--- config.mk ---
export PLATFORM = sky130hd
export DESIGN_NAME = fp_serializer
export DESIGN_NICKNAME = d
export VERILOG_FILES = /design/src/rtl/fp_serial_pkg.sv /design/src/rtl/fp_fifo.sv /design/src/rtl/fp_serializer.sv
export SDC_FILE = /design/constraint.sdc
export NUM_CORES = 1
export LEC_CHECK = 0
export CAP_MARGIN = 20
export CORE_MARGIN = 2
export CORE_UTILIZATION = 32
export DETAILED_ROUTE_END_ITERATION = 10
export PLACE_DENSITY = 0.6
export SLEW_MARGIN = 10
export SYNTH_ARGS = -nofsm -noshare
export SYNTH_HDL_FRONTEND = slang
export SYNTH_HIERARCHICAL = 1
export SYNTH_SLANG_ARGS = --single-unit
--- constraint.sdc ---
create_clock -name clk -period 2.85 [get_ports clk]
set_input_delay 0.285 -clock clk [delete_from_list [all_inputs] [get_ports clk]]
set_output_delay 0.285 -clock clk [all_outputs]
set_load 0.005 [all_outputs]
--- src/rtl/fp_serial_pkg.sv ---
// Shared types for the 8-bit float serializer: word layout, word width and FSM states.
package fp_serial_pkg;

   localparam int FP_WORD_W = 8;

   typedef struct packed {
      logic       sign;
      logic [2:0] exp;
      logic [3:0] frac;
   } fp_word_t;

   typedef enum logic [2:0] {
      IDLE,
      START,
      DATA,
      PARITY,
      STOP
   } ser_state_e;

endpackage

--- src/rtl/fp_fifo.sv ---
// Synchronous FIFO with occupancy count; pushes are ignored when full and pops when empty.
module fp_fifo #(
   parameter int DEPTH = 4,
   parameter int WIDTH = 8,
   localparam int PW = (DEPTH > 1) ? $clog2(DEPTH) : 1,
   localparam int CW = $clog2(DEPTH) + 1
) (
   input  logic             clk,
   input  logic             rst,
   input  logic             push,
   input  logic             pop,
   input  logic [WIDTH-1:0] wdata,
   output logic [WIDTH-1:0] rdata,
   output logic [CW-1:0]    count,
   output logic             full,
   output logic             empty
);

   logic [WIDTH-1:0] mem_q [DEPTH];
   logic [PW-1:0]    wrPtr_q;
   logic [PW-1:0]    rdPtr_q;
   logic [CW-1:0]    count_q;
   logic [CW-1:0]    count_d;
   logic             doPush;
   logic             doPop;

   assign full   = (count_q == CW'(DEPTH));
   assign empty  = (count_q == '0);
   assign doPush = push && !full;
   assign doPop  = pop && !empty;
   assign rdata  = mem_q[rdPtr_q];
   assign count  = count_q;

   always_comb begin
      count_d = count_q;
      case ({doPush, doPop})
         2'b10:   count_d = count_q + CW'(1);
         2'b01:   count_d = count_q - CW'(1);
         default: count_d = count_q;
      endcase
   end

   // Depth is a power of two, so the pointers wrap by plain overflow.
   always_ff @(posedge clk) begin
      if (rst) begin
         wrPtr_q <= '0;
         rdPtr_q <= '0;
         count_q <= '0;
      end else begin
         if (doPush) wrPtr_q <= wrPtr_q + PW'(1);
         if (doPop)  rdPtr_q <= rdPtr_q + PW'(1);
         count_q <= count_d;
      end
   end

   always_ff @(posedge clk) begin
      if (doPush) mem_q[wrPtr_q] <= wdata;
   end

endmodule

--- src/rtl/fp_serializer.sv ---
// Buffers {s,e,f} float words and sends them as start/8 data (MSB first)/stop frames on tx.
// Define FP_SERIALIZER_PARITY_EN to add an even-parity bit between the data bits and the stop bit.
module fp_serializer
   import fp_serial_pkg::*;
#(
   parameter int CLKS_PER_BIT = 4,
   parameter int FIFO_DEPTH   = 4
) (
   input  logic                        clk,
   input  logic                        rst,
   input  logic                        in_valid,
   output logic                        in_ready,
   input  logic                        s,
   input  logic [2:0]                  e,
   input  logic [3:0]                  f,
   output logic                        tx,
   output logic                        busy,
   output logic [$clog2(FIFO_DEPTH):0] fifo_count
);

   localparam logic [7:0] LAST_CLK = 8'(CLKS_PER_BIT - 1);

   fp_word_t               inWord;
   logic [FP_WORD_W-1:0]   headWord;
   logic                   fifoFull;
   logic                   fifoEmpty;
   logic                   pushReq;
   logic                   popReq;
   logic                   bitEnd;

   ser_state_e             state_q;
   logic [FP_WORD_W-1:0]   word_q;
   logic [2:0]             bitIdx_q;
   logic [7:0]             cnt_q;
   logic                   tx_q;

   assign inWord   = '{sign: s, exp: e, frac: f};
   assign in_ready = !fifoFull && !rst;
   assign pushReq  = in_valid && in_ready;
   assign bitEnd   = (cnt_q == LAST_CLK);
   assign tx       = tx_q;
   assign busy     = (state_q != IDLE);

   // A word leaves the FIFO when idle, or on the last stop cycle so frames run back to back.
   always_comb begin
      popReq = 1'b0;
      if (!fifoEmpty) begin
         if (state_q == IDLE)             popReq = 1'b1;
         if (state_q == STOP && bitEnd)   popReq = 1'b1;
      end
   end

   fp_fifo #(
      .DEPTH (FIFO_DEPTH),
      .WIDTH (FP_WORD_W)
   ) uFifo (
      .clk   (clk),
      .rst   (rst),
      .push  (pushReq),
      .pop   (popReq),
      .wdata (inWord),
      .rdata (headWord),
      .count (fifo_count),
      .full  (fifoFull),
      .empty (fifoEmpty)
   );

   always_ff @(posedge clk) begin
      if (rst) begin
         state_q  <= IDLE;
         word_q   <= '0;
         bitIdx_q <= '0;
         cnt_q    <= '0;
         tx_q     <= 1'b1;
      end else begin
         case (state_q)
            IDLE: begin
               tx_q <= 1'b1;
               if (popReq) begin
                  word_q  <= headWord;
                  cnt_q   <= '0;
                  tx_q    <= 1'b0;
                  state_q <= START;
               end
            end
            START: begin
               if (bitEnd) begin
                  cnt_q    <= '0;
                  bitIdx_q <= '0;
                  tx_q     <= word_q[FP_WORD_W-1];
                  state_q  <= DATA;
               end else begin
                  cnt_q <= cnt_q + 8'd1;
               end
            end
            DATA: begin
               if (bitEnd) begin
                  cnt_q <= '0;
                  if (bitIdx_q == 3'd7) begin
                     bitIdx_q <= '0;
`ifdef FP_SERIALIZER_PARITY_EN
                     tx_q    <= ^word_q;
                     state_q <= PARITY;
`else
                     tx_q    <= 1'b1;
                     state_q <= STOP;
`endif
                  end else begin
                     // tx already shows bit (7 - bitIdx); the next one is one position lower.
                     bitIdx_q <= bitIdx_q + 3'd1;
                     tx_q     <= word_q[3'd6 - bitIdx_q];
                  end
               end else begin
                  cnt_q <= cnt_q + 8'd1;
               end
            end
`ifdef FP_SERIALIZER_PARITY_EN
            PARITY: begin
               if (bitEnd) begin
                  cnt_q   <= '0;
                  tx_q    <= 1'b1;
                  state_q <= STOP;
               end else begin
                  cnt_q <= cnt_q + 8'd1;
               end
            end
`endif
            STOP: begin
               if (bitEnd) begin
                  cnt_q <= '0;
                  if (popReq) begin
                     word_q  <= headWord;
                     tx_q    <= 1'b0;
                     state_q <= START;
                  end else begin
                     tx_q    <= 1'b1;
                     state_q <= IDLE;
                  end
               end else begin
                  cnt_q <= cnt_q + 8'd1;
               end
            end
            default: begin
               cnt_q   <= '0;
               tx_q    <= 1'b1;
               state_q <= IDLE;
            end
         endcase
      end
   end

endmodule

== Word level (Yosys, flattened, before mapping) ==
Memory sizes are Yosys's and may differ from the RTL's. A register that Yosys moved wholly into a read port is not among the register bits.
Index checks and enable logic that the tools add are counted.
Operators by class
  add/sub/neg operators: 7
  multiply operators: 0
  divide/modulo/power cells: 0
  $lt $le $gt $ge: 1
  equal/unequal tests: 13
  shift-type cells: 0
  muxes and demuxes: 33
  bitwise gates (word level): 0
  reductions and logical operators: 19
Operators with widths (number)
  $mux W8: 4
  $pmux W8 S2: 2
  $mux W3: 8
  $mux W1: 12
  $pmux W3 S2: 2
  $pmux W3 S4: 1
  $eq A3 B3 Y1 const B: 3
  $add A8 B1 Y8 const B: 1
  $eq A8 B2 Y1 const B: 1
  $ne A2 B2 Y1 const B: 4
  $add A3 B1 Y3 const B: 2
  $logic_not A3 Y1: 2
  $reduce_and A3 Y1: 2
  $reduce_bool A2 Y1: 3
  $logic_and A1 B1 Y1: 5
  $reduce_and A5 Y1: 1
  $add A2 B1 Y2 const B: 2
  $lt A3 B4 Y1 const B: 1
  $mux W2: 2
  $pmux W1 S4: 1
  $bmux W1 S3: 1
  $eq A3 B1 Y1 const B: 1
  $eq A3 B2 Y1 const B: 1
  $logic_not A1 Y1: 3
  8 further kinds: 8
Word-level totals
  register bits: 30
  bits in latches: 0
  RAM bits: 32
  ROM bits: 0
  input bits: 11
  output and inout bits: 6
  word-level logic and storage cells: 82
  memories kept: 1
Memories
  uFifo.mem_q: words 4, bits a word 8, rd ports 1, clocked after memory_dff 1, wr ports 1, line fp_fifo.sv:19  | logic [WIDTH-1:0] mem_q [DEPTH];

== Depth between registers and ports, before layout ==
  depth after elaboration: 7
  gate-level depth with buffers: 12
  depth with buffers taken out: 12

== Cells and area by module ==
Netlist, hierarchy kept.
Modules (own cells, without submodules)
  fp_fifo: times used 1, cells each 96, area an instance 1635.3 um2, seq. area each 1141.1 um2
  fp_serializer: times used 1, cells each 136, area an instance 1298.7 um2, seq. area each 460.4 um2

== Worst setup path before layout ==
OpenSTA, ideal clock, no wires.
  path kind: flip-flop to flip-flop
  start: register cnt_q[0]
  end: register uFifo.count_q[2] (netlist: uFifo/count[2])
  library setup time: 70 ps
  arrival: 2555 ps
  data required time: 2780 ps
  slack: 225 ps
  cell stages (with the launch flop): 13
  path buffers: 0
  period minus slack after synthesis: 2625 ps
  path through: dfxtp_1 -> ha_1 -> nor4b_4 -> a21oi_1 -> nor2_1 -> o31ai_2 -> inv_1 -> ha_1 -> inv_1 -> fa_1 -> xor2_1 -> or3_1 -> a21oi_1
On the way
  longest elaborated chain between the ends: 7
  elaborated cells between the ends (all ways): 9
  classes of those cells: 3 x eq/ne; 3 x mux; 3 x reduce/logical
RTL lines
  from (decl): line fp_serializer.sv:34  | logic [7:0] cnt_q;
  from (signal assigned): line fp_serializer.sv:93  | cnt_q <= cnt_q + 8'd1;
  from (signal assigned): line fp_serializer.sv:114  | cnt_q <= cnt_q + 8'd1;
  from (signal assigned): line fp_serializer.sv:140  | cnt_q <= cnt_q + 8'd1;
  $eq A8 B2 Y1 (*): line fp_serializer.sv:40  | assign bitEnd = (cnt_q == LAST_CLK);
  $logic_and A1 B1 Y1 (*): line fp_serializer.sv:49  | if (state_q == STOP && bitEnd) popReq = 1'b1;
  $mux W1 (*): line fp_serializer.sv:49
  $mux W1 (*): line fp_serializer.sv:47  | if (!fifoEmpty) begin
  net popReq: line fp_serializer.sv:28  | logic popReq;
  $logic_and A1 B1 Y1 (*): line fp_fifo.sv:30  | assign doPop = pop && !empty;
  net uFifo.doPop: line fp_fifo.sv:25  | logic doPop;
  $eq A2 B1 Y1 / $eq A2 B2 Y1 (equally long branches): line fp_fifo.sv:36  | case ({doPush, doPop})
  $pmux W3 S2 / $reduce_bool A2 Y1 (equally long branches)
  to (signal assigned): line fp_fifo.sv:52  | count_q <= count_d;
  to (decl): line fp_fifo.sv:22  | logic [CW-1:0] count_q;
Mark *: on every way through the listed nets, which the timed path passes. The rest lies on a longest branch.
A chain may end at the register's enable or synchronous reset.

== Final worst setup path ==
Same ends and word-level chain as after synthesis.

==> flow_metrics.py <==
metrics = {
    "hold_path": {
        "hold_class": "reg -> reg",
    },
    "pwr": {
        "p_leak_uw": 0.00114,
        "power.switching_uw": 818,
        "peakVddDrop_mv": 0.378,
        "powerDensity_nw_per_um2": 756,
        "seqPwrFrac": 0.448,
        "combPwrFrac": 0.289,
        "netSwitchingFraction": 0.321,
        "p_int_uw": 1730,
        "clkPwrFrac": 0.262,
    },
    "setup_path": {
        "endpoint_kind": "flop",
        "worstPathCellList": "ha_1 -> nor4b_4 -> a21oi_1 -> nor2_1 -> o31ai_2 -> inv_1 -> ha_1 -> inv_1 -> fa_1 -> xor2_1 -> or3_1 -> a21oi_1",
        "crit_type": "reg -> reg",
        "cp.required_ns": 3.12,
        "cp.arrival_ns": 2.92,
        "cp_max_fo": 5,
        "critPathSlowestCell": "dfxtp_1",
        "critPathLaunchType": "flop",
        "cpPeakStageDelay_ns": 0.42,
    },
    "place": {
        "numPortBuffers": 16,
        "dpl-instance-area_sq_um": 3200,
        "dp_hpwl_mm": 3.54,
        "gp_congestion": 0.752,
        "pre_cts_slack_ns": 0.189,
    },
    "timing": {
        "finalCritPeriodShare": 0.932,
        "worst_slew_pin_slew_ns": 0.576,
        "period_needed_ns": 2.66,
        "maxSlewViolCount": 0,
        "max_freq_mhz": 376,
        "hold_violations": 0,
        "fin_tns_setup_ns": 0,
        "rsz0062_at_grt": "no",
        "finalClockSkew_ns": 0.00613,
        "maxSlewHeadroom": 0.615,
        "setup-violations-final": 0,
        "setup_slack_ns": 0.193,
    },
    "synth": {
        "synth_edf_count": 32,
        "ys_seq_area_frac": 0.546,
        "yosysUniqueCellTypes": 49,
        "synthesis.area_sq_um": 2930,
        "async_reset_ff_frac": 0,
        "synthesis.nets": 253,
        "ys_warn_count": 6,
        "yosys.area.top_type": "edfxtp_1",
        "avgSynthCellArea_sq_um": 12.6,
        "ys_ff_latch": 64,
        "synth_flop_cell": "edfxtp_1",
        "syn_inst": 232,
        "netlist.area_leader.share": 0.328,
        "ys_top_cells_by_area": "edfxtp_1 33%, dfxtp_1 22%, mux4_2 7.7%",
    },
    "drt": {
        "drc": 0,
        "drt_iter0_markers": 60,
        "routed_wl_mm": 5.12,
        "detail-route-antenna-nets": 0,
        "vias": 1838,
        "routed_via_density": 4.98,
        "avgRoutedWirePerCell_microns": 13.9,
        "firstDrtPassIters": 4,
    },
    "clock_network": {
        "cts_buffers": 9,
        "insertion_delay_ns": 0.33,
        "post-cts-setup-buffer-count": 0,
        "clockBufferDepth": 2,
        "cts_root_buffer": "clkbuf_8",
        "hold_buffers": 0,
        "cts_sinks": 64,
        "htree_levels": 3,
        "clk_pin_slew_worst_paths_ns": 0.07,
        "ctsResizeCount": 0,
        "tritoncts": "done",
    },
    "floorplanning": {
        "ios": 17,
        "initial_core_util": 0.333,
        "die_area_sq_um": 9950,
        "die_w_microns": 99.8,
        "row_count": 34,
        "die_y_microns": 99.8,
        "core-area_sq_um": 8810,
    },
    "cells_and_area": {
        "nets": 277,
        "final_area_sq_um": 3370,
        "finish.utilization": 0.382,
        "multi_input_area_sq_um": 1200,
        "area_growth_pct": 14.8,
        "drive_above_1_share": 0.184,
        "fillCellCount": 828,
        "regArea_sq_um": 1600,
        "antenna_cells": 0,
    },
    "global_routing": {
        "first_global_vias": 1887,
        "grt_max_degree": 34,
        "grt_pass1_wl_mm": 8.74,
        "antenna_found_initial": 0,
        "grt_usage": 0.111,
        "grt-ovfl-total": 0,
    },
    "status": {
        "run_status": "finished, final reports clean",
    },
    "run": {
        "drv_cap": 0,
    },
}
[per-layer routing]
metal	up-vias	GRT usage	share of wire
met2	17	0.184	0.49
met5	-	0	0
met1	901	0.140	0.47
met4	0	0.0474	0.012
li1	913	-	-
met3	7	0.0246	0.025
[Yosys cell counts, types with 2 or more instances]
cell type  count
edfxtp_1      32
dfxtp_1       32
o21ai_0       11
ha_1           9
nand4_1        5
xnor2_1        3
nand2_1        6
a32oi_1        3
or3_1          5
nand3_1        8
nor3_1        10
a21oi_1       15
and2_1         5
mux4_2        10
buf_2          2
clkbuf_8       4
nor2_1        13
xor2_1        10
nor3_2         2
buf_1          2
a211o_1        2
nand2b_1       2
clkbuf_1       3
inv_1         11
mux2i_1        3
[stage by stage]
stage,hold slack (ns),power (uW),std cells
after floorplan,0.384,1710,232
after global placement,0.466,1900,353
after detailed placement,0.471,1910,353
after CTS,0.482,2580,369
after global routing,0.506,2710,369
final,0.480,2540,369
[critical path, delay by kind of cell (launching register included)]
family | cells | cell delay, ns
adder cells (fa/ha/maj) | 3 | 0.78
AND/OR/NAND/NOR | 3 | 0.73
AO/OA/AOI/OAI | 3 | 0.38
XOR/XNOR | 1 | 0.16
buffers and inverters | 2 | 0.13
flip-flops | 1 | 0.42
[layout make-up]
type / instances / area share
clock buffers: 11 / 0.0390
clock inverters: 5 / 0.0100
inverters: 11 / 0.0123
multi-input cells: 145 / 0.355
flip-flops and latches: 64 / 0.476
well taps: 108 / 0.0401
repair buffers: 25 / 0.0676
[cell usage in the layout, fill, tap and decap left out, drive strengths merged, types with 2 or more instances in the layout]
master         synthesis  final
a211o                  2      2
a21oi                 16     16
a32oi                  3      3
and2                   6      6
buf                    5      9
clkbuf                 7     11
clkdlybuf4s50          0     16
clkinv                 0      3
clkinvlp               0      2
dfxtp                 32     32
edfxtp                32     32
ha                     9      9
inv                   11     11
mux2i                  3      3
mux4                  10     10
nand2                  6      6
nand2b                 2      2
nand3                  8      8
nand4                  6      6
nor2                  13     13
nor3                  12     12
nor3b                  2      2
nor4b                  3      3
o21ai                 12     12
or3                    5      5
or3b                   3      3
xnor2                  3      3
xor2                  10     10
[path summary, 6_finish.rpt]
check / cells past startpoint / slack (ns) / endpoint / from
max reg2reg: 12 / 0.19 / uFifo/count[2] / cnt_q[0]
min: 2 / 0.48 / word_q[6] / word_q[6]
max: 12 / 0.19 / uFifo/count[2] / cnt_q[0]
min reg2reg: 2 / 0.48 / word_q[6] / word_q[6]
[flip-flops by register name, summed over array words and instances, names as in the netlist, 2 cells and up, named ones only]
name	count
bitIdx_q	3
cnt_q	8
state_q	3
uFifo/count	3
uFifo/mem_q	32
uFifo/rdPtr_q	2
uFifo/wrPtr_q	2
word_q	8
[logic make-up (layout without fill, tap and decap cells)]
logic type | after synthesis | count (layout) | share of synthesized area
flip-flops | 64 | 64 | 0.546
AO/OA/AOI/OAI | 39 | 39 | 0.0870
multiplexers | 14 | 14 | 0.0908
buffers and inverters | 23 | 52 | 0.0465
AND/OR/NAND/NOR | 69 | 69 | 0.146
adder cells (fa/ha/maj) | 10 | 10 | 0.0452
XOR/XNOR | 13 | 13 | 0.0388
[power groups by stage]
stage	combinational (uW)	sequential [uW]	clock (uW)
after floorplan	574	1130	0
after global placement	740	1160	0
after detailed placement	744	1160	0
after CTS	747	1140	686
after global routing	825	1160	728
final	736	1140	667
Note: power is estimated with default switching activity, not from simulation.
